<file path="config.mk">
export PLATFORM = sky130hd
export DESIGN_NAME = vga_fb
export DESIGN_NICKNAME = d
export VERILOG_FILES = /design/src/rtl/vga_fb.sv
export SDC_FILE = /design/constraint.sdc
export NUM_CORES = 1
export LEC_CHECK = 0
export BUFFER_PORTS_ARGS = -buffer_cell sky130_fd_sc_hd__buf_4
export CORE_MARGIN = 5
export CORE_UTILIZATION = 30
export CTS_CLUSTER_DIAMETER = 50
export DETAILED_ROUTE_END_ITERATION = 16
export SYNTH_ARGS = -nofsm -noshare
export SYNTH_HDL_FRONTEND = slang
export SYNTH_SLANG_ARGS = --single-unit
</file>
<file path="constraint.sdc">
create_clock -name clk -period 6.5 [get_ports clk]
set_input_delay 1.95 -clock clk [delete_from_list [all_inputs] [get_ports clk]]
set_output_delay 1.95 -clock clk [all_outputs]
set_load 0.02 [all_outputs]
</file>
<file path="src/rtl/vga_fb.sv">
// VGA timing generator with framebuffer fetch: walks h/v counters, issues one BRAM read per
// visible pixel (with 2^SCALE_SHIFT pixel/line replication) and re-times syncs to the returned colour.
// Latency: address for pixel (x,y) is on bram_addrb while the counters sit at (x,y); the pixel's
// colour/de/syncs appear RD_LATENCY+1 clocks later. en=0 freezes everything (tie the BRAM read enable to en).
// Ports: clk/rst (async active-high), en, fb_base -> bram_addrb, bram_doutb -> red/green/blue,
//        hsync/vsync (active level SYNC_POL), de, frame_start (pulse with pixel (0,0)).
module vga_fb #(
    parameter int H_VISIBLE   = 640,
    parameter int H_FP        = 16,
    parameter int H_SYNC      = 96,
    parameter int H_BP        = 48,
    parameter int V_VISIBLE   = 480,
    parameter int V_FP        = 10,
    parameter int V_SYNC      = 2,
    parameter int V_BP        = 33,
    parameter int SCALE_SHIFT = 0,
    parameter int RD_LATENCY  = 1,
    parameter bit SYNC_POL    = 1'b0
) (
    input  logic        clk,
    input  logic        rst,
    input  logic        en,
    input  logic [15:0] fb_base,
    output logic [15:0] bram_addrb,
    input  logic [15:0] bram_doutb,
    output logic [3:0]  red,
    output logic [3:0]  green,
    output logic [3:0]  blue,
    output logic        hsync,
    output logic        vsync,
    output logic        de,
    output logic        frame_start
);

    localparam int H_TOTAL = H_VISIBLE + H_FP + H_SYNC + H_BP;
    localparam int V_TOTAL = V_VISIBLE + V_FP + V_SYNC + V_BP;
    localparam int HW      = $clog2(H_TOTAL);
    localparam int VW      = $clog2(V_TOTAL);
    localparam int H_ROW   = H_VISIBLE >> SCALE_SHIFT;
    localparam int REP_MSK = (1 << SCALE_SHIFT) - 1;
    localparam int HS_BEG  = H_VISIBLE + H_FP;
    localparam int HS_END  = H_VISIBLE + H_FP + H_SYNC;
    localparam int VS_BEG  = V_VISIBLE + V_FP;
    localparam int VS_END  = V_VISIBLE + V_FP + V_SYNC;

    logic [HW-1:0] h_cnt, h_nxt;
    logic [VW-1:0] v_cnt, v_nxt;
    logic          h_last, v_last, frame_wrap, vis_nxt;

    // row_off is relative to the frame base so the base can be swapped at frame wrap
    logic [15:0] row_off, row_nxt;
    logic [15:0] col_off, col_nxt;
    logic [15:0] fb_base_q, base_nxt, addr_nxt;

    logic de_raw, hs_raw, vs_raw, fs_raw;
    logic [RD_LATENCY:0] de_pipe, hs_pipe, vs_pipe, fs_pipe;
    logic [11:0] rgb_q;

    // Only the colour bits of the read word are used.
    logic unused_doutb;
    assign unused_doutb = ^bram_doutb[15:12];

    // ---------------- next counter position ----------------
    always_comb begin
        h_last     = (h_cnt == HW'(H_TOTAL - 1));
        v_last     = (v_cnt == VW'(V_TOTAL - 1));
        frame_wrap = h_last && v_last;
        h_nxt      = h_last ? '0 : h_cnt + HW'(1);
        v_nxt      = v_cnt;
        if (h_last) begin
            v_nxt = v_last ? '0 : v_cnt + VW'(1);
        end
        vis_nxt = (h_nxt < HW'(H_VISIBLE)) && (v_nxt < VW'(V_VISIBLE));
    end

    // ---------------- incremental address for the next position ----------------
    // The read address is registered, so it is computed one position ahead: when the
    // counters land on (x,y) the address register already holds (x,y)'s word.
    always_comb begin
        col_nxt = col_off;
        if (h_nxt == '0) begin
            col_nxt = '0;
        end else if ((h_nxt & HW'(REP_MSK)) == '0) begin
            col_nxt = col_off + 16'd1;
        end

        row_nxt = row_off;
        if (frame_wrap) begin
            row_nxt = '0;
        end else if (h_last && (v_cnt < VW'(V_VISIBLE)) &&
                     ((v_nxt & VW'(REP_MSK)) == '0)) begin
            row_nxt = row_off + 16'(H_ROW);
        end

        // At frame wrap the new base is being captured this very edge; use it directly.
        base_nxt = frame_wrap ? fb_base : fb_base_q;
        addr_nxt = base_nxt + row_nxt + col_nxt;
    end

    always_ff @(posedge clk or posedge rst) begin
        if (rst) begin
            h_cnt      <= '0;
            v_cnt      <= '0;
            row_off    <= '0;
            col_off    <= '0;
            fb_base_q  <= '0;
            bram_addrb <= '0;
        end else if (en) begin
            h_cnt   <= h_nxt;
            v_cnt   <= v_nxt;
            row_off <= row_nxt;
            col_off <= col_nxt;
            if (frame_wrap) begin
                fb_base_q <= fb_base;
            end
            // Blanking keeps the last fetched address on the bus.
            if (vis_nxt) begin
                bram_addrb <= addr_nxt;
            end
        end
    end

    // ---------------- timing strobes for the current position ----------------
    always_comb begin
        de_raw = (h_cnt < HW'(H_VISIBLE)) && (v_cnt < VW'(V_VISIBLE));
        hs_raw = (h_cnt >= HW'(HS_BEG)) && (h_cnt < HW'(HS_END));
        vs_raw = (v_cnt >= VW'(VS_BEG)) && (v_cnt < VW'(VS_END));
        fs_raw = (h_cnt == '0) && (v_cnt == '0);
    end

    // Strobes travel as active-high flags so a cleared pipeline means "sync inactive";
    // the polarity is applied only at the output.
    always_ff @(posedge clk or posedge rst) begin
        if (rst) begin
            de_pipe <= '0;
            hs_pipe <= '0;
            vs_pipe <= '0;
            fs_pipe <= '0;
            rgb_q   <= '0;
        end else if (en) begin
            de_pipe <= {de_pipe[RD_LATENCY-1:0], de_raw};
            hs_pipe <= {hs_pipe[RD_LATENCY-1:0], hs_raw};
            vs_pipe <= {vs_pipe[RD_LATENCY-1:0], vs_raw};
            fs_pipe <= {fs_pipe[RD_LATENCY-1:0], fs_raw};
            // Stage RD_LATENCY-1 lines up with the read data now on bram_doutb.
            rgb_q   <= de_pipe[RD_LATENCY-1] ? bram_doutb[11:0] : 12'h000;
        end
    end

    assign red         = rgb_q[11:8];
    assign green       = rgb_q[7:4];
    assign blue        = rgb_q[3:0];
    assign de          = de_pipe[RD_LATENCY];
    assign frame_start = fs_pipe[RD_LATENCY];
    assign hsync       = hs_pipe[RD_LATENCY] ? SYNC_POL : ~SYNC_POL;
    assign vsync       = vs_pipe[RD_LATENCY] ? SYNC_POL : ~SYNC_POL;

endmodule
</file>
-- Yosys cells after proc, flatten, opt, wreduce, memory -nomap -nowiden
Cells that the tools add are included.
- register bits: 104
- input port bits: 35
- order comparisons: 8
- eq/ne operators: 2
- multiplexer cells: 10
- reductions and logical operators: 11
- add/subtract/negate cells: 6
- operator list (operator ; count):
    $mux W16 ; 4
    $add A16 B16 Y16 ; 2
    $logic_not A10 Y1 ; 3
    $lt A10 B10 Y1 const B ; 3
    $lt A10 B9 Y1 const B ; 3
    $mux W10 ; 3
    $add A10 B1 Y10 const B ; 2
    $eq A10 B10 Y1 const B ; 2
    $add A16 B1 Y16 const B ; 1
    $add A16 B10 Y16 const B ; 1
    $mux W12 ; 1
    $ge A10 B10 Y1 const B ; 1
    $ge A10 B9 Y1 const B ; 1
    $logic_and A1 B1 Y1 ; 7
    $mux W1 ; 2
    $reduce_and A2 Y1 ; 1

-- Longest topological paths before layout
Gate-level depths: netlist (run 1).
- depth after elaboration: 6
- depth in mapped cells: 22
- gate-level depth less buffers: 19

-- Worst setup path after synthesis (run 1)
OpenSTA, ideal clock, no wires.
- path type: input port to flip-flop
- start point: in fb_base[1]
- end point: reg bram_addrb[15]
- stages: 14
- data required time: 6375 ps
- setup slack: 1854 ps
- arrival time: 4522 ps
- path buffers: 0
- cells stage by stage: mux2i_1 -> fa_1 -> inv_1 -> ha_1 -> inv_1 -> fa_1 -> nor2b_1 -> o21ai_0 -> a21oi_1 -> or4b_2 -> a21oi_1 -> o21ai_0 -> xnor2_1 -> mux2_2
- longest elaborated chain between the ends: 3
- RTL lines (item ; line ; text):
    start: declaration ; 23 ; input logic [15:0] fb_base,
    $mux W16 ; n/a ;
    $add A16 B16 Y16 (2 in series) ; 97 ; addr_nxt = base_nxt + row_nxt + col_nxt;
    end signal: assignment ; 118 ; bram_addrb <= addr_nxt;
    end: declaration ; 24 ; output logic [15:0] bram_addrb,
No other way between the ends.
A chain may end at the register's enable or synchronous reset.

-- Worst setup path after layout (run 1)
- start point: reg h_cnt[0]
- end point: reg bram_addrb[15]
- longest elaborated chain between the ends: 6
- elaborated cells on any way between the ends: 17
- classes of those cells: add/sub: 3; order compare: 2; eq/ne: 1; mux: 6; reduce/logical: 5
- RTL lines (item ; line ; text):
    start: declaration ; 46 ; logic [HW-1:0] h_cnt, h_nxt;
    start signal: assignment ; 109 ; h_cnt <= h_nxt;
    $eq A10 B10 Y1 ; 65 ; h_last = (h_cnt == HW'(H_TOTAL - 1));
    $logic_and A1 B1 Y1 ; 90 ; end else if (h_last && (v_cnt < VW'(V_VISIBLE)) &&
    $mux W16 ; 90 ;
    $mux W16 ; 88 ; if (frame_wrap) begin
    $add A16 B16 Y16 (2 in series) ; 97 ;
Several ways; a longest one is shown, not always the timed one.

==> flow_summary.html, run 1 <==
<table>
<tr><th>Metric</th><th>Value</th></tr>
<tr><th colspan="2">Synth</th></tr>
<tr><td>Post-Synth Simple-Gate Area</td><td>0.184</td></tr>
<tr><td>Mean instance size in the synthesized netlist</td><td>9.55 um^2</td></tr>
<tr><td>Register area share after synthesis</td><td>0.405</td></tr>
<tr><td>Syn nets</td><td>744</td></tr>
<tr><td>Flop and latch count out of synthesis</td><td>104</td></tr>
<tr><td>Post-synth design cell area</td><td>0.00643 mm^2</td></tr>
<tr><td>Largest family of logic cells by synthesized area</td><td>simple AND/OR/NAND/NOR gates</td></tr>
<tr><td>Post-synthesis xor/xnor area fraction</td><td>0.0599</td></tr>
<tr><td>Compound-gate portion of the synthesized area</td><td>0.111</td></tr>
<tr><td>Post-synth EDFFs</td><td>0</td></tr>
<tr><td>Top post-synthesis cells by area</td><td>sky130_fd_sc_hd__dfrtp_1 40%, sky130_fd_sc_hd__nand2_1 6.7%, sky130_fd_sc_hd__fa_1 5.0%, sky130_fd_sc_hd__mux2_2 4.7%, sky130_fd_sc_hd__o21ai_0 4.7%</td></tr>
<tr><td>Synth area leader</td><td>sky130_fd_sc_hd__dfrtp_1</td></tr>
<tr><td>Dominant synthesized flop cell</td><td>sky130_fd_sc_hd__dfrtp_1</td></tr>
<tr><td>Count of mapped cells out of synthesis</td><td>673</td></tr>
<tr><td>Share of flip-flops with an asynchronous set or reset after synthesis</td><td>1.00</td></tr>
<tr><td>Synth Area in Adders</td><td>0.0887</td></tr>
<tr><td>Synth top area share</td><td>0.405</td></tr>
<tr><td>Post-synthesis cell type count</td><td>64</td></tr>
<tr><td>YS warnings</td><td>0</td></tr>
<tr><td>Multiplexer area fraction after synthesis</td><td>0.0971</td></tr>
<tr><th colspan="2">Clock tree</th></tr>
<tr><td>Clock Sink Count</td><td>104</td></tr>
<tr><td>Clock tree from TritonCTS</td><td>built</td></tr>
<tr><td>Clock-pin slew reported for the worst setup and hold paths after clock tree synthesis</td><td>0.07 ns</td></tr>
<tr><td>Maximum level of the CTS H-tree</td><td>3</td></tr>
<tr><td>Insertion delay to the later sink of the worst-skew pair</td><td>0.34 ns</td></tr>
<tr><td>Buffer count from post-CTS setup fixing</td><td>0</td></tr>
<tr><td>Resize count post-CTS</td><td>0</td></tr>
<tr><td>Clock buffers created by TritonCTS</td><td>9</td></tr>
<tr><td>Maximum count of clock buffers along a single path</td><td>2</td></tr>
<tr><td>Root buffer cell</td><td>sky130_fd_sc_hd__clkbuf_16</td></tr>
<tr><td>CTS Hold Buffers Added</td><td>0</td></tr>
<tr><th colspan="2">Drt</th></tr>
<tr><td>Antenna-violating nets left</td><td>0</td></tr>
<tr><td>Via Count</td><td>4775</td></tr>
<tr><td>Total wire length after detailed routing</td><td>14.1 mm</td></tr>
<tr><td>Per-cell routed wire length</td><td>14.1 um</td></tr>
<tr><td>Via-to-Cell Ratio</td><td>4.78</td></tr>
<tr><td>Drt pass-1 iters</td><td>5</td></tr>
<tr><td>Detailed Route Iter0 Violations</td><td>281</td></tr>
<tr><td>DRC violations left</td><td>0</td></tr>
<tr><th colspan="2">Floorplan</th></tr>
<tr><td>Placement row count</td><td>53</td></tr>
<tr><td>Initial standard-cell utilization of the core</td><td>0.305</td></tr>
<tr><td>Die Width</td><td>156 um</td></tr>
<tr><td>Die height</td><td>156 um</td></tr>
<tr><td>Die Outline Area</td><td>0.0245 mm^2</td></tr>
<tr><td>Number of top-level design ports</td><td>67</td></tr>
<tr><td>Area of the placeable core</td><td>0.0211 mm^2</td></tr>
<tr><th colspan="2">Global route</th></tr>
<tr><td>Global-route congestion overflow total</td><td>0</td></tr>
<tr><td>Maximum number of pins on one net before global-route repair</td><td>80</td></tr>
<tr><td>Vias in the first global route</td><td>4599</td></tr>
<tr><td>Initial antenna violation count</td><td>0</td></tr>
<tr><td>All-layer global routing usage</td><td>0.117</td></tr>
<tr><td>Wire length of the first global-routing pass</td><td>23.6 mm</td></tr>
<tr><th colspan="2">Worst setup path</th></tr>
<tr><td>Path type of the worst setup path</td><td>reg -&gt; reg</td></tr>
<tr><td>Type of origin of the critical path</td><td>register</td></tr>
<tr><td>Critical path endpoint category</td><td>register</td></tr>
<tr><td>Required arrival time at the worst endpoint</td><td>6.73 ns</td></tr>
<tr><td>Crit-path max FO</td><td>12</td></tr>
<tr><td>Critical path arrival</td><td>5.33 ns</td></tr>
<tr><th colspan="2">Final layout</th></tr>
<tr><td>Fraction of layout instances using a drive strength above 1</td><td>0.186</td></tr>
<tr><td>Post-synthesis to final-layout area growth</td><td>15.0%</td></tr>
<tr><td>Inserted Diodes</td><td>0</td></tr>
<tr><td>Nets</td><td>791</td></tr>
<tr><th colspan="2">Timing</th></tr>
<tr><td>Measured slew at the worst slew-check pin</td><td>1.12 ns</td></tr>
<tr><td>Min Clock Period, post-route</td><td>5.10 ns</td></tr>
<tr><td>Final hold violation count</td><td>0</td></tr>
<tr><td>Maximum frequency from static timing analysis</td><td>196 MHz</td></tr>
<tr><td>Fraction of the cycle the final worst path needs</td><td>0.785</td></tr>
<tr><td>Hold Slack</td><td>0.478 ns</td></tr>
<tr><td>Headroom to the max-slew limit</td><td>0.252</td></tr>
<tr><td>Final setup violating endpoints</td><td>0</td></tr>
<tr><td>Final TNS setup</td><td>0 ns</td></tr>
<tr><td>Setup skew after layout</td><td>0.00726 ns</td></tr>
<tr><td>Number of pins with negative max-slew slack in the final report</td><td>0</td></tr>
<tr><td>RSZ-0062 raised after global routing</td><td>no</td></tr>
<tr><th colspan="2">Hold path</th></tr>
<tr><td>Min-Delay Path Class</td><td>reg -&gt; reg</td></tr>
<tr><th colspan="2">Run</th></tr>
<tr><td>Max cap viols</td><td>0</td></tr>
<tr><th colspan="2">Power</th></tr>
<tr><td>Cell leakage power</td><td>3.56 nW</td></tr>
<tr><td>Worst ir drop on vdd</td><td>99.2 uV</td></tr>
<tr><td>Ratio of total power to cell area</td><td>230 mW/mm^2</td></tr>
<tr><th colspan="2">Place</th></tr>
<tr><td>Buffers on Ports</td><td>62</td></tr>
<tr><td>Routability Congestion</td><td>0.870</td></tr>
<tr><td>Total half-perimeter wirelength after legalization and detailed placement</td><td>9.99 mm</td></tr>
<tr><th colspan="2">Run status</th></tr>
<tr><td>Result of the run</td><td>finished, final reports clean</td></tr>
</table>
-- sequential cells by signal, indices dropped and copies added (netlist names) --
name	count
bram_addrb	16
col_off	16
vs_pipe	2
fs_pipe	2
v_cnt	10
hs_pipe	2
fb_base_q	16
h_cnt	10
row_off	16
rgb_q	12
de_pipe	2
-- per-stage QoR --
step / utilization / power, W / area (um^2) / setup WS (ns) / std cells
2_1_floorplan: - / 0.00106 / 6430 / 1.82 / 673
6_report: 0.351 / 0.00170 / 7390 / 1.40 / 1000
5_1_grt: 0.351 / 0.00181 / 7390 / 0.971 / 1000
3_3_place_gp: 0.337 / 0.00118 / 7110 / 1.40 / 984
3_5_place_dp: 0.337 / 0.00119 / 7110 / 1.40 / 984
4_1_cts: 0.351 / 0.00172 / 7390 / 1.36 / 1000
-- worst max-delay path: stages (launching register included) --
cell                      delay [ns]
sky130_fd_sc_hd__dfrtp_1        0.42
sky130_fd_sc_hd__ha_1           0.30
sky130_fd_sc_hd__and4_4         0.25
sky130_fd_sc_hd__and3_4         0.18
sky130_fd_sc_hd__a221o_1        0.32
sky130_fd_sc_hd__nand4_1        0.42
sky130_fd_sc_hd__nand2_1        0.20
sky130_fd_sc_hd__fa_1           0.56
sky130_fd_sc_hd__inv_1          0.04
sky130_fd_sc_hd__ha_1           0.21
sky130_fd_sc_hd__inv_1          0.08
sky130_fd_sc_hd__fa_1           0.22
sky130_fd_sc_hd__nor2b_1        0.06
sky130_fd_sc_hd__o21ai_0        0.23
sky130_fd_sc_hd__a21oi_1        0.14
sky130_fd_sc_hd__or4b_2         0.64
sky130_fd_sc_hd__a21oi_1        0.19
sky130_fd_sc_hd__o21ai_0        0.14
sky130_fd_sc_hd__xnor2_1        0.15
sky130_fd_sc_hd__mux2_2         0.26
-- cells in the mapped netlist (8+ instances only) --
master / instances
sky130_fd_sc_hd__fa_1: 16
sky130_fd_sc_hd__mux2_2: 27
sky130_fd_sc_hd__xnor2_1: 29
sky130_fd_sc_hd__and3_1: 10
sky130_fd_sc_hd__o21ai_0: 60
sky130_fd_sc_hd__a21oi_1: 16
sky130_fd_sc_hd__mux2_4: 8
sky130_fd_sc_hd__nor2_1: 30
sky130_fd_sc_hd__nand3_1: 14
sky130_fd_sc_hd__clkbuf_1: 16
sky130_fd_sc_hd__and2_1: 15
sky130_fd_sc_hd__ha_1: 20
sky130_fd_sc_hd__xor2_1: 15
sky130_fd_sc_hd__nand2_1: 115
sky130_fd_sc_hd__mux2i_1: 20
sky130_fd_sc_hd__dfrtp_1: 104
sky130_fd_sc_hd__inv_1: 50
sky130_fd_sc_hd__nand4_1: 14
-- final cells by class --
type | count | area, um^2
Sequential cell | 104 | 2600
Tap cell | 275 | 344
Inverter | 50 | 190
Clock inverter | 2 | 12.5
Fill cell | 2159 | 13700
Timing Repair Buffer | 66 | 495
Multi-Input combinational cell | 489 | 3470
Clock buffer | 14 | 274
-- final timing paths --
path                            start              to  slack (ns)  depth (start not counted)
setup / recovery             h_cnt[0]  bram_addrb[15]        1.40                         19
hold / removal             row_off[2]      row_off[2]        0.48                          1
setup reg to reg             h_cnt[0]  bram_addrb[15]        1.40                         19
hold reg to reg            row_off[2]      row_off[2]        0.48                          1
max in group asynchronous         rst      col_off[5]        3.72                          3
min in group asynchronous         rst        rgb_q[2]        1.84                          2
-- layer usage --
metal	track usage	part of all wire	vias up	wire [um]
li1	-	-	2388	-
met1	0.163	0.47	2307	6710
met2	0.186	0.47	65	6680
met3	0.0199	0.033	15	471
met4	0.0417	0.020	0	287
met5	0	0	-	0
-- layout by cell type, fill, tap and decap left out, types with 16 or more instances in the layout --
cell / instances
sky130_fd_sc_hd__mux2_2: 27
sky130_fd_sc_hd__o21ai_0: 60
sky130_fd_sc_hd__inv_1: 49
sky130_fd_sc_hd__fa_1: 16
sky130_fd_sc_hd__a21oi_1: 16
sky130_fd_sc_hd__dfrtp_1: 104
sky130_fd_sc_hd__mux2i_1: 20
sky130_fd_sc_hd__xnor2_1: 29
sky130_fd_sc_hd__buf_4: 66
sky130_fd_sc_hd__nand2_1: 115
sky130_fd_sc_hd__nor2_1: 30
sky130_fd_sc_hd__ha_1: 20
-- report_power, final --
part           internal, W  leakage [nW]  switching [W]
registers         0.000711          1.37      0.0000701
clock network     0.000292         0.139       0.000239
logic             0.000172          2.05       0.000214
total              0.00118          3.56       0.000523
-- cell families (layout without fill, tap and decap cells) --
logic type	Yosys count	after routing
AO/OA/AOI/OAI	114	114
XOR/XNOR	44	44
adder cells (fa/ha/maj)	36	36
buffers and inverters	80	132
flip-flops	104	104
multiplexers	55	55
AND/OR/NAND/NOR	240	240
(Power assumes the default switching activity.)
==> run 2: changes to the inputs <==
--- a/config.mk
+++ b/config.mk
@@ -5,6 +5,7 @@
 export SDC_FILE = /design/constraint.sdc
 export NUM_CORES = 1
 export LEC_CHECK = 0
+export ABC_AREA = 1
 export BUFFER_PORTS_ARGS = -buffer_cell sky130_fd_sc_hd__buf_4
 export CORE_MARGIN = 5
 export CORE_UTILIZATION = 30
==> constraint.sdc (replaced) <==
create_clock -name clk -period 4.9 [get_ports clk]
set_input_delay 1.47 -clock clk [delete_from_list [all_inputs] [get_ports clk]]
set_output_delay 1.47 -clock clk [all_outputs]
set_load 0.02 [all_outputs]
==> run 2 against run 1 <==
  * Maximum frequency rose by 15%
  * Setup slack lost 0.92 ns
  * Cell area rose by 0.19%
  * Non-clock buffer count increased by 3
  * Utilization rose by 0.29 points
  * Clock power is 35% higher
  * First-iteration DRC count is 0.71% higher
  * Critical path depth rose by 3
==> flow_summary.html, run 2 <==
<table>
<tr><th>Metric</th><th>Value</th></tr>
<tr><th colspan="2">Worst setup path</th></tr>
<tr><td>Crit-path max FO</td><td>6 (-6)</td></tr>
<tr><td>Number of cell instances on the worst register-to-register path</td><td>22 (+3)</td></tr>
<tr><td>Type of origin of the critical path</td><td>register</td></tr>
<tr><td>Required arrival time at the worst endpoint</td><td>5.15 ns (-1.58 ns)</td></tr>
<tr><td>Path type of the worst setup path</td><td>reg -&gt; reg</td></tr>
<tr><td>R2r startpoint</td><td>h_cnt[1]</td></tr>
<tr><td>Critical path endpoint category</td><td>register</td></tr>
<tr><td>Critical path arrival</td><td>4.67 ns (-0.66 ns)</td></tr>
<tr><td>Crit-path most repeated cell</td><td>sky130_fd_sc_hd__nand2_1</td></tr>
<tr><td>Launching instance or port of the critical path</td><td>h_cnt[1]</td></tr>
<tr><td>Cell with the biggest individual delay on the critical path</td><td>sky130_fd_sc_hd__fa_1</td></tr>
<tr><td>Worst setup slack for register-to-register paths</td><td>0.48 ns (-0.92 ns)</td></tr>
<tr><td>CP endpoint</td><td>bram_addrb[14]</td></tr>
<tr><td>Capture point of the worst reg-to-reg path</td><td>bram_addrb[14]</td></tr>
<tr><td>Critical path, cell by cell</td><td>ha_1, nand2_1, nor2_2, nand2_1, nor2_1, nor2_1, nor2_1, nand3_1, nand2_1, a21oi_1, fa_1, ha_1, a21oi_1, o21ai_0, nand2_1, nand3_1, a21boi_0, o21ai_1, nand3_1, nand3b_1, nand3_1, nand2_1</td></tr>
<tr><td>Worst path max stage delay</td><td>0.49 ns (-0.15 ns)</td></tr>
<tr><th colspan="2">Floorplan</th></tr>
<tr><td>Initial standard-cell utilization of the core</td><td>0.304 (-0.00106)</td></tr>
<tr><td>Die height</td><td>156 um (-0.46%)</td></tr>
<tr><td>Die Width</td><td>156 um (-0.46%)</td></tr>
<tr><td>Number of top-level design ports</td><td>67 (unchanged)</td></tr>
<tr><td>Die Outline Area</td><td>0.0242 mm^2 (-0.91%)</td></tr>
<tr><td>Placement row count</td><td>53 (unchanged)</td></tr>
<tr><td>Area of the placeable core</td><td>0.0210 mm^2 (-0.63%)</td></tr>
<tr><th colspan="2">Synth</th></tr>
<tr><td>Mean instance size in the synthesized netlist</td><td>7.69 um^2 (-20%)</td></tr>
<tr><td>Top-count cell post-synth</td><td>sky130_fd_sc_hd__nand2_1</td></tr>
<tr><td>Share of flip-flops with an asynchronous set or reset after synthesis</td><td>1.00 (unchanged)</td></tr>
<tr><td>Synth top area share</td><td>0.409 (+0.00398)</td></tr>
<tr><td>Top post-synthesis cells by area</td><td>sky130_fd_sc_hd__dfrtp_1 41%, sky130_fd_sc_hd__nand2_1 13%, sky130_fd_sc_hd__inv_1 6.7%, sky130_fd_sc_hd__o21ai_0 6.3%, sky130_fd_sc_hd__fa_1 5.0%</td></tr>
<tr><td>Flop and latch count out of synthesis</td><td>104 (unchanged)</td></tr>
<tr><td>Dominant synthesized flop cell</td><td>sky130_fd_sc_hd__dfrtp_1</td></tr>
<tr><td>Post-synth design cell area</td><td>0.00637 mm^2 (-0.97%)</td></tr>
<tr><td>YS warnings</td><td>0 (unchanged)</td></tr>
<tr><td>Syn nets</td><td>899 (+21%)</td></tr>
<tr><td>Post-synth EDFFs</td><td>0 (unchanged)</td></tr>
<tr><td>Synth area leader</td><td>sky130_fd_sc_hd__dfrtp_1</td></tr>
<tr><td>Register area share after synthesis</td><td>0.409 (+0.00398)</td></tr>
<tr><td>Count of mapped cells out of synthesis</td><td>828 (+23%)</td></tr>
<tr><td>Most common library cells after synthesis</td><td>217 x sky130_fd_sc_hd__nand2_1, 114 x sky130_fd_sc_hd__inv_1, 104 x sky130_fd_sc_hd__dfrtp_1, 80 x sky130_fd_sc_hd__o21ai_0, 61 x sky130_fd_sc_hd__nor2_1</td></tr>
<tr><td>Post-synthesis cell type count</td><td>45 (-30%)</td></tr>
<tr><th colspan="2">Final layout</th></tr>
<tr><td>Nets</td><td>953 (+20%)</td></tr>
<tr><td>Post-route core utilization</td><td>0.353 (+0.00287)</td></tr>
<tr><td>Fraction of layout instances using a drive strength above 1</td><td>0.135 (-0.0509)</td></tr>
<tr><td>Total non-filler cell area in the finished layout</td><td>0.00741 mm^2 (+0.19%)</td></tr>
<tr><td>Number of non-filler instances in the completed layout</td><td>1162 (+16%)</td></tr>
<tr><td>Most used cells in the layout excluding fill and tap cells</td><td>217 x sky130_fd_sc_hd__nand2_1, 112 x sky130_fd_sc_hd__inv_1, 104 x sky130_fd_sc_hd__dfrtp_1</td></tr>
<tr><td>Inserted Diodes</td><td>0 (unchanged)</td></tr>
<tr><td>Post-synthesis to final-layout area growth</td><td>16.3%</td></tr>
<tr><td>Most common library cell in the layout ignoring fill and taps</td><td>sky130_fd_sc_hd__nand2_1</td></tr>
<tr><th colspan="2">Drt</th></tr>
<tr><td>Total wire length after detailed routing</td><td>14.8 mm (+4.4%)</td></tr>
<tr><td>Via Count</td><td>5225 (+9.4%)</td></tr>
<tr><td>Per-cell routed wire length</td><td>12.7 um (-10%)</td></tr>
<tr><td>Via-to-Cell Ratio</td><td>4.50 (-5.8%)</td></tr>
<tr><td>DRC violations left</td><td>0 (unchanged)</td></tr>
<tr><td>Antenna-violating nets left</td><td>0 (unchanged)</td></tr>
<tr><td>Drt pass-1 iters</td><td>5 (unchanged)</td></tr>
<tr><td>Detailed Route Iter0 Violations</td><td>283 (+0.71%)</td></tr>
<tr><th colspan="2">Global route</th></tr>
<tr><td>Vias in the first global route</td><td>5074 (+10%)</td></tr>
<tr><td>Wire length of the first global-routing pass</td><td>25.0 mm (+5.9%)</td></tr>
<tr><td>Global-route congestion overflow total</td><td>0 (unchanged)</td></tr>
<tr><td>Initial antenna violation count</td><td>0 (unchanged)</td></tr>
<tr><td>Maximum number of pins on one net before global-route repair</td><td>64 (-20%)</td></tr>
<tr><td>All-layer global routing usage</td><td>0.126 (+0.00881)</td></tr>
<tr><th colspan="2">Power</th></tr>
<tr><td>P_sw</td><td>0.00118 W (+130%)</td></tr>
<tr><td>Internal cell power</td><td>0.00181 W (+54%)</td></tr>
<tr><td>Combinational cell fraction of total power</td><td>0.368 (+0.141)</td></tr>
<tr><td>Ratio of total power to cell area</td><td>404 mW/mm^2 (+76%)</td></tr>
<tr><td>Share of power burned in registers</td><td>0.392 (-0.068)</td></tr>
<tr><td>Clock network fraction of total power</td><td>0.240 (-0.073)</td></tr>
<tr><td>Worst ir drop on vdd</td><td>160 uV (+61%)</td></tr>
<tr><td>Fraction of power spent switching nets</td><td>0.394 (+0.0859)</td></tr>
<tr><td>Cell leakage power</td><td>3.76 nW (+5.8%)</td></tr>
<tr><th colspan="2">Place</th></tr>
<tr><td>Placed Cells incl. Taps</td><td>1146 (+16%)</td></tr>
<tr><td>Total half-perimeter wirelength after legalization and detailed placement</td><td>10.9 mm (+9.4%)</td></tr>
<tr><td>Routability Congestion</td><td>0.843 (-3.2%)</td></tr>
<tr><td>Buffers on Ports</td><td>62 (unchanged)</td></tr>
<tr><td>Standard cell area after detailed placement</td><td>0.00711 mm^2 (about the same)</td></tr>
<tr><th colspan="2">Timing</th></tr>
<tr><td>Final hold violation count</td><td>0 (unchanged)</td></tr>
<tr><td>Final setup violating endpoints</td><td>0 (unchanged)</td></tr>
<tr><td>RSZ-0062 raised after global routing</td><td>no</td></tr>
<tr><td>Final TNS setup</td><td>0 ns (unchanged)</td></tr>
<tr><td>Min Clock Period, post-route</td><td>4.42 ns (-0.682 ns)</td></tr>
<tr><td>Number of pins with negative max-slew slack in the final report</td><td>0 (unchanged)</td></tr>
<tr><td>Measured slew at the worst slew-check pin</td><td>0.713 ns (-0.406 ns)</td></tr>
<tr><td>Setup skew after layout</td><td>0.0151 ns (+0.00780 ns)</td></tr>
<tr><td>Fraction of the cycle the final worst path needs</td><td>0.903 (+0.117)</td></tr>
<tr><td>Headroom to the max-slew limit</td><td>0.525 (+0.273)</td></tr>
<tr><td>Maximum frequency from static timing analysis</td><td>226 MHz (+15%)</td></tr>
<tr><th colspan="2">Clock tree</th></tr>
<tr><td>Clock Sink Count</td><td>104 (unchanged)</td></tr>
<tr><td>Buffer count from post-CTS setup fixing</td><td>0 (unchanged)</td></tr>
<tr><td>CTS Hold Buffers Added</td><td>0 (unchanged)</td></tr>
<tr><td>Insertion delay to the later sink of the worst-skew pair</td><td>0.36 ns (+0.02 ns)</td></tr>
<tr><td>Maximum count of clock buffers along a single path</td><td>2 (unchanged)</td></tr>
<tr><td>Clock buffers created by TritonCTS</td><td>9 (unchanged)</td></tr>
<tr><td>Clock tree from TritonCTS</td><td>built</td></tr>
<tr><td>Root buffer cell</td><td>sky130_fd_sc_hd__clkbuf_16</td></tr>
<tr><td>Clock-pin slew reported for the worst setup and hold paths after clock tree synthesis</td><td>0.08 ns (about the same)</td></tr>
<tr><td>Maximum level of the CTS H-tree</td><td>3 (unchanged)</td></tr>
<tr><th colspan="2">Run status</th></tr>
<tr><td>Result of the run</td><td>finished, final reports clean</td></tr>
<tr><th colspan="2">Hold path</th></tr>
<tr><td>Min-Delay Path Class</td><td>reg -&gt; reg</td></tr>
<tr><th colspan="2">Run</th></tr>
<tr><td>Max cap viols</td><td>0 (unchanged)</td></tr>
</table>
run 2: metal layers:
layer,wire [um],part of all wire,GRT usage,up-vias
li1,-,-,-,2748
met1,7290,0.49,0.173,2411
met2,6900,0.47,0.203,51
met3,258,0.017,0.0141,15
met4,318,0.022,0.0542,0
met5,0,0,0,-
run 2: cells by family (layout without fill, tap and decap cells):
kind of cell             after synthesis  count (layout)  share of synthesized area
AO/OA/AOI/OAI                        139             139                      0.123
XOR/XNOR                              24              24                     0.0330
adder cells (fa/ha/maj)               36              36                     0.0896
buffers and inverters                144             203                     0.0888
flip-flops                           104             104                      0.409
AND/OR/NAND/NOR                      381             381                      0.257
run 2: power by group through the flow:
| stage | sequential (W) | clock (W) | combinational [W] |
|---|---|---|---|
| 6_report | 0.00117 | 0.000718 | 0.00110 |
| 5_1_grt | 0.00120 | 0.000770 | 0.00126 |
| 4_1_cts | 0.00117 | 0.000746 | 0.00112 |
| 3_5_place_dp | 0.00119 | 0 | 0.00112 |
| 3_3_place_gp | 0.00119 | 0 | 0.00110 |
| 2_1_floorplan | 0.00124 | 0 | 0.000723 |
run 2: final cells by class:
| type | instances | area [um^2] |
|---|---|---|
| sequential | 104 | 2600 |
| clock inverter | 7 | 63.8 |
| inverter | 118 | 445 |
| tap | 275 | 344 |
| multi-input combinational | 580 | 3210 |
| fill | 2271 | 13500 |
| clock buffer | 9 | 225 |
| timing repair buffer | 69 | 518 |
run 2: critical path: cells and delay by family (launching register included):
family / cells / cell delay (ns)
adder cells (fa/ha/maj): 3 / 1.11
AND/OR/NAND/NOR: 14 / 1.86
flip-flops: 1 / 0.39
AO/OA/AOI/OAI: 5 / 0.93
run 2: worst min-delay path by stage:
stage,startpoint,endpoint,slack (ns),depth (start not counted)
finish,row_off[2],row_off[2],0.47,2
global route,row_off[5],row_off[5],0.50,2
CTS,row_off[2],row_off[2],0.48,2
detailed placement,row_off[2],row_off[2],0.46,2
global placement,row_off[5],row_off[5],0.45,2
floorplan,row_off[2],row_off[2],0.44,2
run 2: metrics by stage:
step           hold WS (ns)  setup slack, ns  power, W
4_1_cts               0.477            0.248   0.00304
2_1_floorplan         0.436            0.698   0.00197
3_5_place_dp          0.456            0.267   0.00231
3_3_place_gp          0.449            0.370   0.00229
6_report              0.472            0.477   0.00299
5_1_grt               0.501           0.0556   0.00323
run 2: repair_timing:
item                                    4_1_cts  5_1_grt
endpoints found under the setup margin        0        3
endpoints found under the hold margin         0        0
resized for setup                             0        3
==> run 3: changes to the inputs <==
--- a/config.mk
+++ b/config.mk
@@ -11,6 +11,7 @@
 export CORE_UTILIZATION = 30
 export CTS_CLUSTER_DIAMETER = 50
 export DETAILED_ROUTE_END_ITERATION = 16
+export MAX_ROUTING_LAYER = met4
 export SYNTH_ARGS = -nofsm -noshare
 export SYNTH_HDL_FRONTEND = slang
 export SYNTH_SLANG_ARGS = --single-unit
==> run 3 against run 2 <==
  * Global-route usage is 0.37 points higher
  * First-iteration DRC count up 6.4%
  * Sequential power is essentially flat
  * Utilization stayed put
  * Sequential share of layout area unchanged
  * Clock-buffer cell count did not move
  * Total power about the same
  * Register-to-register slack better by 0.05 ns
  * Clock skew about the same
  * Cell area unchanged
  * Combinational power about the same
  * Highest routed layer unchanged
==> flow_summary.html, run 3 (synthesis gave the netlist of run 2 again) <==
<table>
<tr><th>Metric</th><th>Value</th></tr>
<tr><th colspan="2">Place</th></tr>
<tr><td>Routability Congestion</td><td>0.857 (+1.8%)</td></tr>
<tr><td>Total half-perimeter wirelength after legalization and detailed placement</td><td>10.9 mm (unchanged)</td></tr>
<tr><td>Buffers on Ports</td><td>62 (unchanged)</td></tr>
<tr><th colspan="2">Worst setup path</th></tr>
<tr><td>Top delay family on crit path</td><td>simple AND/OR/NAND/NOR gates</td></tr>
<tr><td>Cell with the biggest individual delay on the critical path</td><td>sky130_fd_sc_hd__fa_1</td></tr>
<tr><td>Stages on worst setup path</td><td>22 (unchanged)</td></tr>
<tr><td>Required arrival time at the worst endpoint</td><td>5.15 ns (about the same)</td></tr>
<tr><td>Buffering stage count on the worst path with inverters included</td><td>0 (unchanged)</td></tr>
<tr><td>Capture point of the worst reg-to-reg path</td><td>bram_addrb[14]</td></tr>
<tr><td>Path type of the worst setup path</td><td>reg -&gt; reg</td></tr>
<tr><td>Crit-path most repeated cell</td><td>sky130_fd_sc_hd__nand2_1</td></tr>
<tr><td>Type of origin of the critical path</td><td>register</td></tr>
<tr><td>Launching instance or port of the critical path</td><td>h_cnt[1]</td></tr>
<tr><td>Worst path max stage delay</td><td>0.49 ns (about the same)</td></tr>
<tr><td>Crit-path max FO</td><td>6 (unchanged)</td></tr>
<tr><td>Critical path, cell by cell</td><td>ha_1, nand2_1, nor2_2, nand2_1, nor2_1, nor2_1, nor2_1, nand3_1, nand2_1, a21oi_1, fa_1, ha_1, a21oi_1, o21ai_0, nand2_1, nand3_1, a21boi_0, o21ai_1, nand3_1, nand3b_1, nand3_1, nand2_1</td></tr>
<tr><td>Critical path arrival</td><td>4.63 ns (-0.04 ns)</td></tr>
<tr><td>Worst setup slack for register-to-register paths</td><td>0.53 ns (+0.05 ns)</td></tr>
<tr><td>Number of cell instances on the worst register-to-register path</td><td>22 (unchanged)</td></tr>
<tr><td>Critical path endpoint category</td><td>register</td></tr>
<tr><td>CP endpoint</td><td>bram_addrb[14]</td></tr>
<tr><td>R2r startpoint</td><td>h_cnt[1]</td></tr>
<tr><th colspan="2">Timing</th></tr>
<tr><td>Headroom to the max-slew limit</td><td>0.525 (about the same)</td></tr>
<tr><td>Final setup violating endpoints</td><td>0 (unchanged)</td></tr>
<tr><td>RSZ-0062 raised after global routing</td><td>no</td></tr>
<tr><td>Fraction of the cycle the final worst path needs</td><td>0.892 (-0.0103)</td></tr>
<tr><td>Min Clock Period, post-route</td><td>4.37 ns (-0.0504 ns)</td></tr>
<tr><td>Final hold violation count</td><td>0 (unchanged)</td></tr>
<tr><td>Maximum frequency from static timing analysis</td><td>229 MHz (+1.2%)</td></tr>
<tr><td>Final TNS setup</td><td>0 ns (unchanged)</td></tr>
<tr><td>Measured slew at the worst slew-check pin</td><td>0.712 ns (-0.000724 ns)</td></tr>
<tr><td>Setup skew after layout</td><td>0.0150 ns (-0.0000318 ns)</td></tr>
<tr><td>Number of pins with negative max-slew slack in the final report</td><td>0 (unchanged)</td></tr>
<tr><th colspan="2">Run status</th></tr>
<tr><td>Result of the run</td><td>finished, final reports clean</td></tr>
<tr><th colspan="2">Floorplan</th></tr>
<tr><td>Die Outline Area</td><td>0.0242 mm^2 (unchanged)</td></tr>
<tr><td>Number of top-level design ports</td><td>67 (unchanged)</td></tr>
<tr><td>Die Width</td><td>156 um (unchanged)</td></tr>
<tr><td>Placement row count</td><td>53 (unchanged)</td></tr>
<tr><td>Area of the placeable core</td><td>0.0210 mm^2 (unchanged)</td></tr>
<tr><td>Initial standard-cell utilization of the core</td><td>0.304 (unchanged)</td></tr>
<tr><td>Die height</td><td>156 um (unchanged)</td></tr>
<tr><th colspan="2">Clock tree</th></tr>
<tr><td>Clock tree from TritonCTS</td><td>built</td></tr>
<tr><td>Insertion delay to the later sink of the worst-skew pair</td><td>0.37 ns (about the same)</td></tr>
<tr><td>Maximum level of the CTS H-tree</td><td>3 (unchanged)</td></tr>
<tr><td>Buffer count from post-CTS setup fixing</td><td>0 (unchanged)</td></tr>
<tr><td>Clock buffers created by TritonCTS</td><td>9 (unchanged)</td></tr>
<tr><td>Root buffer cell</td><td>sky130_fd_sc_hd__clkbuf_16</td></tr>
<tr><td>Maximum count of clock buffers along a single path</td><td>2 (unchanged)</td></tr>
<tr><td>Clock-pin slew reported for the worst setup and hold paths after clock tree synthesis</td><td>0.08 ns (about the same)</td></tr>
<tr><td>Clock Sink Count</td><td>104 (unchanged)</td></tr>
<tr><th colspan="2">Global route</th></tr>
<tr><td>Vias in the first global route</td><td>5075 (+0.020%)</td></tr>
<tr><td>Wire length of the first global-routing pass</td><td>25.0 mm (about the same)</td></tr>
<tr><td>Maximum number of pins on one net before global-route repair</td><td>64 (unchanged)</td></tr>
<tr><td>Initial antenna violation count</td><td>0 (unchanged)</td></tr>
<tr><td>All-layer global routing usage</td><td>0.130 (+0.00371)</td></tr>
<tr><td>Global-route congestion overflow total</td><td>0 (unchanged)</td></tr>
<tr><th colspan="2">Drt</th></tr>
<tr><td>Per-cell routed wire length</td><td>12.7 um (about the same)</td></tr>
<tr><td>Via-to-Cell Ratio</td><td>4.50 (about the same)</td></tr>
<tr><td>Via Count</td><td>5226 (+0.019%)</td></tr>
<tr><td>Drt pass-1 iters</td><td>5 (unchanged)</td></tr>
<tr><td>Total wire length after detailed routing</td><td>14.8 mm (about the same)</td></tr>
<tr><td>Antenna-violating nets left</td><td>0 (unchanged)</td></tr>
<tr><td>Detailed Route Iter0 Violations</td><td>301 (+6.4%)</td></tr>
<tr><td>DRC violations left</td><td>0 (unchanged)</td></tr>
<tr><th colspan="2">Final layout</th></tr>
<tr><td>Inserted Diodes</td><td>0 (unchanged)</td></tr>
<tr><td>Post-synthesis to final-layout area growth</td><td>16.3% (unchanged)</td></tr>
<tr><td>Most used cells in the layout excluding fill and tap cells</td><td>217 x sky130_fd_sc_hd__nand2_1, 112 x sky130_fd_sc_hd__inv_1, 104 x sky130_fd_sc_hd__dfrtp_1</td></tr>
<tr><td>Nets</td><td>953 (unchanged)</td></tr>
<tr><td>Post-route core utilization</td><td>0.353 (unchanged)</td></tr>
<tr><td>Fraction of layout instances using a drive strength above 1</td><td>0.135 (unchanged)</td></tr>
<tr><td>Most common library cell in the layout ignoring fill and taps</td><td>sky130_fd_sc_hd__nand2_1</td></tr>
<tr><th colspan="2">Run</th></tr>
<tr><td>Max cap viols</td><td>0 (unchanged)</td></tr>
<tr><th colspan="2">Hold path</th></tr>
<tr><td>Min-Delay Path Class</td><td>reg -&gt; reg</td></tr>
<tr><th colspan="2">Power</th></tr>
<tr><td>Worst ir drop on vdd</td><td>161 uV (+0.88%)</td></tr>
<tr><td>Cell leakage power</td><td>3.76 nW (unchanged)</td></tr>
<tr><td>Ratio of total power to cell area</td><td>404 mW/mm^2 (about the same)</td></tr>
</table>
[run 3: worst min-delay path by stage]
stage                          start          to  slack (ns)  depth (start not counted)
after global routing      row_off[5]  row_off[5]        0.50                          2
after detailed placement  row_off[2]  row_off[2]        0.46                          2
after CTS                 row_off[2]  row_off[2]        0.48                          2
final                     row_off[2]  row_off[2]        0.47                          2
after floorplan           row_off[2]  row_off[2]        0.44                          2
after global placement    row_off[5]  row_off[5]        0.45                          2
[run 3: metal layers]
metal | global-route usage | wire, um | up-vias
met1 | 0.174 | 7300 | 2414
met3 | 0.0178 | 274 | 14
met2 | 0.202 | 6910 | 50
met5 | - | 0 | -
met4 | 0.0467 | 270 | 0
li1 | - | - | 2748
[run 3: power breakdown]
part	internal (W)	leakage, nW	switching, W	total [W]
Sequential	0.00103	1.37	0.000146	0.00117
Clock	0.000356	0.140	0.000363	0.000720
Combinational	0.000429	2.25	0.000669	0.00110
Total	0.00181	3.76	0.00118	0.00299
[run 3: area by class of cell]
class,instances,area (um^2)
Fill cell,2271,13500
Clock buffer,9,225
Clock inverter,7,63.8
Timing Repair Buffer,69,518
Tap cell,275,344
Inverter,118,445
Sequential cell,104,2600
Multi-Input combinational cell,580,3210
[run 3: worst reg2reg max path: cells and delay by family, from the launching register on]
kind | cells | cell delay, ns
fa+ha+maj | 3 | 1.11
compound gates | 5 | 0.93
simple gates | 14 | 1.81
flops | 1 | 0.39
[run 3: what timing repair did]
action                                  in CTS  in global routing
gates resized for setup                      0                  3
endpoints found under the setup margin       0                  3
hold buffers                                 0                  0
[run 3: metrics by stage]
| step | worst slack, ns | std cells | power, W | instance area, um^2 | hold WS, ns |
|---|---|---|---|---|---|
| floorplan | 0.698 | 828 | 0.00197 | 6370 | 0.436 |
| global placement | 0.370 | 1146 | 0.00229 | 7110 | 0.449 |
| detailed placement | 0.267 | 1146 | 0.00231 | 7110 | 0.456 |
| CTS | 0.248 | 1162 | 0.00304 | 7400 | 0.477 |
| global route | 0.0552 | 1162 | 0.00323 | 7410 | 0.501 |
| finish | 0.528 | 1162 | 0.00299 | 7410 | 0.472 |
